$ cat config.mk
export PLATFORM = sky130hd
export DESIGN_NAME = decoder_stream
export DESIGN_NICKNAME = d
export VERILOG_FILES = /design/src/rtl/decoder_pkg.sv /design/src/rtl/decoder_skid_buf.sv /design/src/rtl/decoder_stream.sv
export SDC_FILE = /design/constraint.sdc
export NUM_CORES = 1
export LEC_CHECK = 0
export CORE_MARGIN = 5
export CORE_UTILIZATION = 42
export CTS_BUF_LIST = sky130_fd_sc_hd__clkbuf_4
export CTS_CLUSTER_DIAMETER = 200
export DETAILED_ROUTE_END_ITERATION = 6
export DONT_BUFFER_PORTS = 1
export PLACE_DENSITY_LB_ADDON = 0.12
export SYNTH_ARGS = -nofsm -noshare
export SYNTH_HDL_FRONTEND = slang
export SYNTH_SLANG_ARGS = --single-unit
$ cat constraint.sdc
create_clock -name clk -period 1.9 [get_ports clk]
set_input_delay 0.38 -clock clk [delete_from_list [all_inputs] [get_ports clk]]
set_output_delay 0.38 -clock clk [all_outputs]
set_load 0.01 [all_outputs]
$ cat src/rtl/decoder_pkg.sv
// Shared types and decode helper for the valid/ready one-hot decoder.
// Holds the output-buffer state enum and the index-to-one-hot function.
// No ports; imported by decoder_skid_buf and decoder_stream.
package decoder_pkg;

    // Widest one-hot output the decode helper supports; decoder_stream keeps N <= MAX_N.
    localparam int MAX_N = 64;

    typedef enum logic [1:0] {
        EMPTY = 2'd0,
        ONE   = 2'd1,
        FULL2 = 2'd2
    } state_e;

    // Returns {err, op}. err is bit MAX_N and op sits in bits [n-1:0].
    // An out-of-range index always flags err and yields op=0, whatever en says.
    function automatic logic [MAX_N:0] onehot_dec(input logic [31:0] idx,
                                                   input logic        en,
                                                   input int unsigned n);
        logic [MAX_N:0] res;
        res = '0;
        if (idx >= n) begin
            res[MAX_N] = 1'b1;
        end else if (en) begin
            for (int i = 0; i < MAX_N; i++) begin
                if (idx == 32'(i)) begin
                    res[i] = 1'b1;
                end
            end
        end
        return res;
    endfunction

endpackage

$ cat src/rtl/decoder_skid_buf.sv
// Generic 2-entry valid/ready skid buffer: output register plus one skid register.
// Latency 1 cycle (accept at edge k -> out_vld after edge k); full throughput.
// Backpressure: in_rdy is registered and drops only when both entries are held.
// Ports: clk, rst (sync, active-high); in_vld/in_rdy/in_dat upstream;
//        out_vld/out_rdy/out_dat downstream. out_dat is all-zero when empty.
module decoder_skid_buf
    import decoder_pkg::*;
#(
    parameter int WIDTH = 5
) (
    input  logic             clk,
    input  logic             rst,
    input  logic             in_vld,
    output logic             in_rdy,
    input  logic [WIDTH-1:0] in_dat,
    output logic             out_vld,
    input  logic             out_rdy,
    output logic [WIDTH-1:0] out_dat
);

    state_e           state_q, state_d;
    logic [WIDTH-1:0] out_dat_q, out_dat_d;
    logic [WIDTH-1:0] skid_dat_q, skid_dat_d;
    logic             rdy_q, rdy_d;
    logic             accept;
    logic             deliver;

    assign out_vld = (state_q != EMPTY);
    assign out_dat = out_dat_q;
    // Gate with rst so upstream never sees ready during reset, even mid-transfer.
    assign in_rdy  = rdy_q & ~rst;

    always_comb begin
        state_d    = state_q;
        out_dat_d  = out_dat_q;
        skid_dat_d = skid_dat_q;
        accept     = in_vld & rdy_q;
        deliver    = out_vld & out_rdy;
        unique case (state_q)
            EMPTY: begin
                if (accept) begin
                    out_dat_d = in_dat;
                    state_d   = ONE;
                end
            end
            ONE: begin
                if (accept && !deliver) begin
                    skid_dat_d = in_dat;
                    state_d    = FULL2;
                end else if (accept && deliver) begin
                    out_dat_d = in_dat;
                end else if (deliver) begin
                    // Clear on drain so the output reads zero while empty.
                    out_dat_d = '0;
                    state_d   = EMPTY;
                end
            end
            FULL2: begin
                if (deliver) begin
                    out_dat_d  = skid_dat_q;
                    skid_dat_d = '0;
                    state_d    = ONE;
                end
            end
            default: begin
                state_d = EMPTY;
            end
        endcase
        // Ready for next cycle is decided from the next state, keeping it a flop output.
        rdy_d = (state_d != FULL2);
    end

    always_ff @(posedge clk) begin
        if (rst) begin
            state_q    <= EMPTY;
            out_dat_q  <= '0;
            skid_dat_q <= '0;
            rdy_q      <= 1'b0;
        end else begin
            state_q    <= state_d;
            out_dat_q  <= out_dat_d;
            skid_dat_q <= skid_dat_d;
            rdy_q      <= rdy_d;
        end
    end

endmodule

$ cat src/rtl/decoder_stream.sv
// Streaming binary-to-one-hot decoder with enable gating and range check.
// Latency 1 cycle; SKID=1 sustains 1/cycle with registered in_ready.
// Backpressure: SKID=1 holds two items; SKID=0 holds one, in_ready = !out_valid | out_ready.
// Ports: clk, rst (sync, active-high), en, in_valid/in_ready/a (index),
//        out_valid/out_ready, op (one-hot, N bits), err (index >= N).
module decoder_stream
    import decoder_pkg::*;
#(
    parameter  int N       = 4,
    parameter  int SKID    = 1,
    localparam int IN_SIZE = $clog2(N)
) (
    input  logic               clk,
    input  logic               rst,
    input  logic               en,
    input  logic               in_valid,
    output logic               in_ready,
    input  logic [IN_SIZE-1:0] a,
    output logic               out_valid,
    input  logic               out_ready,
    output logic [N-1:0]       op,
    output logic               err
);

    logic [MAX_N:0] dec_res;
    logic [N:0]     dec_dat;
    logic           dec_unused;

    // Decode is purely combinational on the incoming index; the result is
    // captured only when the index is accepted.
    always_comb begin
        dec_res = onehot_dec(32'(a), en, N);
        dec_dat = {dec_res[MAX_N], dec_res[N-1:0]};
    end

    // Upper helper bits beyond N are always zero here.
    assign dec_unused = ^dec_res;

    if (SKID != 0) begin : g_skid
        logic [N:0] buf_dat;

        decoder_skid_buf #(
            .WIDTH(N + 1)
        ) u_skid (
            .clk    (clk),
            .rst    (rst),
            .in_vld (in_valid),
            .in_rdy (in_ready),
            .in_dat (dec_dat),
            .out_vld(out_valid),
            .out_rdy(out_ready),
            .out_dat(buf_dat)
        );

        assign op  = buf_dat[N-1:0];
        assign err = buf_dat[N];
    end else begin : g_noskid
        logic       vld_q, vld_d;
        logic [N:0] dat_q, dat_d;
        logic       accept;
        logic       deliver;

        // Combinational ready: a taken output slot can be refilled the same edge.
        assign in_ready = (~vld_q | out_ready) & ~rst;

        always_comb begin
            vld_d   = vld_q;
            dat_d   = dat_q;
            accept  = in_valid & in_ready;
            deliver = vld_q & out_ready;
            if (accept) begin
                vld_d = 1'b1;
                dat_d = dec_dat;
            end else if (deliver) begin
                vld_d = 1'b0;
                dat_d = '0;
            end
        end

        always_ff @(posedge clk) begin
            if (rst) begin
                vld_q <= 1'b0;
                dat_q <= '0;
            end else begin
                vld_q <= vld_d;
                dat_q <= dat_d;
            end
        end

        assign out_valid = vld_q;
        assign op        = dat_q[N-1:0];
        assign err       = dat_q[N];
    end

endmodule
==> results.py <==
metrics = {
    "status": {
        "status": "complete, no violations",
    },
    "setup_path": {
        "cp_max_fo": 7,
        "end_kind": "register",
        "required_ns": 2.09,
        "cp_top_family": "compound AO/OA/AOI/OAI gates",
        "regToRegSetupSlack_ns": 0.19,
        "arrival_ns": 1.91,
        "slowest_stage": "dfxtp_1",
        "critPathBufInv": 1,
        "cp_cell_sequence": "inv_1 -> ha_1 -> nand2b_4 -> o32ai_4 -> a32oi_1 -> a211oi_1",
        "setup.worst_path.start_class": "register",
        "cp-startpoint": "g_skid.u_skid.state_q[1]$_SDFF_PP0_",
        "r2r-start": "g_skid.u_skid.state_q[1]$_SDFF_PP0_",
        "cpPeakStageDelay_ns": 0.39,
        "worstSetupPathType": "reg -> reg",
    },
    "logic_synthesis": {
        "netlist_area_um2": 705.7,
        "syn_inst": 76,
        "synth_ff_type": "dfxtp_1",
        "yosys_warnings": 0,
        "async_flop_share": 0,
        "synth_fp_nets": 87,
        "yosysUniqueCellTypes": 38,
        "seq_area_frac_synth": 0.3121,
        "synth_edf_count": 0,
        "postSynthAreaPerCell_um2": 9.285,
        "ys_seq_elements": 11,
    },
    "cts": {
        "cts_setup_buffers": 0,
        "numCtsBuffers": 3,
        "clk_path_buf_depth": 2,
        "clock_sinks": 11,
        "path_clk_slew_ns": 0.08,
        "postCtsHoldBufs": 0,
        "cts_tree": "done",
        "h-tree-depth": 1,
        "clk_latency_ns": 0.27,
        "cts-root-buf": "clkbuf_4",
    },
    "place": {
        "place_congestion": 0.8531,
        "dp_slack_ns": 0.1454,
        "portBuffers": 0,
        "dp_hpwl_um": 1118,
    },
    "sta": {
        "setup_viol": 0,
        "rsz0062_at_grt": "no",
        "hold_violations": 0,
        "drv_slew": 0,
        "fin_crit_ns": 1.711,
        "clock-skew-final_ns": 0.008541,
        "fin_ws_ns": 0.1888,
        "fin_setup_tns_ns": 0,
        "fmax_ghz": 0.5844,
        "period_share": 0.9006,
    },
    "detailed_routing": {
        "vias": 578,
        "wl_per_cell_um": 15.36,
        "drt_wl_total_um": 1459,
        "drt_iter0_markers": 12,
        "ant_nets": 0,
        "route.detailed.drc": 0,
        "drtPass1Iterations": 4,
        "via_per_inst": 6.084,
    },
    "global_routing": {
        "grt_pass1_wl_um": 2546,
        "grt_max_degree": 11,
        "grt_usage": 0.1256,
        "grt_pass1_vias": 553,
        "grt.overflow.total": 0,
        "antenna_found_initial": 0,
    },
    "worst_hold_path": {
        "hp-start": "rst",
        "hp-class": "in -> reg",
    },
    "floorplanning": {
        "rows": 14,
        "initial_core_util": 0.4578,
        "die_h_um": 50.99,
        "coreArea_um2": 1541,
        "die-area_um2": 2600,
        "io_pins": 14,
        "fp.dieW_um": 50.99,
    },
    "layout": {
        "area_growth_pct": 6.738,
        "diodes": 0,
        "final.fill_count": 143,
        "nNetsFinal": 91,
        "drive_gt1_frac": 0.1899,
    },
    "job": {
        "drv_cap": 0,
    },
    "power_and_ir_drop": {
        "p_leak_nw": 0.2785,
        "ir_drop_mv": 0.3563,
        "power.density_nw_per_um2": 736.7,
    },
}
-- registers in the layout (all words and copies together) (netlist names) --
register                  count
g_skid.u_skid.skid_dat_q      4
g_skid.u_skid.rdy_q           1
g_skid.u_skid.out_dat         4
g_skid.u_skid.state_q         2
-- cell usage in the layout (no fill, tap or decap), types with 2 or more instances in the layout --
| master | netlist | layout |
|---|---|---|
| nor3_1 | 2 | 2 |
| nor2b_1 | 2 | 2 |
| a211oi_1 | 2 | 2 |
| a311oi_1 | 3 | 3 |
| dfxtp_1 | 11 | 10 |
| ha_1 | 4 | 4 |
| nand2b_1 | 4 | 4 |
| clkbuf_4 | 0 | 4 |
| nand2_1 | 6 | 6 |
| inv_1 | 5 | 5 |
| o2bb2ai_1 | 3 | 3 |
| nor2_1 | 7 | 7 |
-- cell families after synthesis --
kind of cell	after synthesis	share of synthesized area
AOI/OAI and AO/OA	23	0.3263
adders and majority gates	4	0.07092
buffers and inverters	7	0.04255
DFF	11	0.3121
other	1	0.005314
and+or+nand+nor	30	0.2429
-- per-layer routing --
metal  part of all wire  up-vias  GRT usage
li1                   -      293          -
met1               0.51      263     0.1863
met2               0.38       20     0.1612
met3               0.10        2    0.06105
met4             0.0069        0    0.02553
met5                  0        -          0
-- worst paths after layout --
path | endpoint | depth (start not counted)
hold / removal | g_skid.u_skid.out_dat[1]$_SDFFE_PP0P_ | 1
setup reg to reg | g_skid.u_skid.out_dat[3]$_SDFFE_PP0P_ | 6
hold reg to reg | g_skid.u_skid.skid_dat_q[2]$_SDFFE_PP0P_ | 1
setup / recovery | g_skid.u_skid.out_dat[3]$_SDFFE_PP0P_ | 6
-- worst register-to-register path, cell delays in order (launching register included) --
cell and delay, ns:
dfxtp_1 0.39, inv_1 0.09, ha_1 0.28, nand2b_4 0.19, o32ai_4 0.31, a32oi_1 0.15
a211oi_1 0.23
-- where the power goes --
group	leakage (nW)	internal, mW	switching [mW]
combinational	0.170	0.0505	0.0617
sequential	0.0904	0.247	0.0170
clock	0.0184	0.0956	0.0831
-- timing repair --
action | CTS | global route
gates resized for setup | 0 | 1
setup endpoints to repair | 0 | 1
hold endpoints to repair | 0 | 0
-- synthesized netlist by cell type (2+ instances only) --
cell / count / share of area
a211oi_1: 2 / 0.021
a311oi_1: 3 / 0.037
dfxtp_1: 11 / 0.31
ha_1: 4 / 0.071
inv_1: 5 / 0.027
nand2_1: 6 / 0.032
nand2b_1: 4 / 0.035
nor2_1: 7 / 0.037
nor2b_1: 2 / 0.018
nor3_1: 2 / 0.014
o2bb2ai_1: 3 / 0.037
-- area by class of cell --
cell class | instances | area (µm²) | area share
multi-input combinational | 58 | 455.4 | 0.6047
inverter | 5 | 18.77 | 0.02492
clock buffer | 4 | 30.03 | 0.03987
timing repair buffer | 1 | 7.507 | 0.009967
tap | 16 | 20.02 | 0.02658
sequential | 11 | 221.5 | 0.2940
-- stage by stage --
step | hold WS (ns) | std cells | area, µm² | total power [mW] | util
2_1_floorplan | 0.4322 | 76 | 705.7 | 0.3670 | -
4_1_cts | 0.1572 | 95 | 752.0 | 0.5631 | 0.4878
6_report | 0.1653 | 95 | 753.2 | 0.5549 | 0.4886
3_3_place_gp | 0.4528 | 91 | 721.9 | 0.3819 | 0.4683
3_5_place_dp | 0.4556 | 91 | 721.9 | 0.3816 | 0.4683
5_1_grt | 0.1483 | 95 | 753.2 | 0.5961 | 0.4886
(Power assumes the default switching activity.)
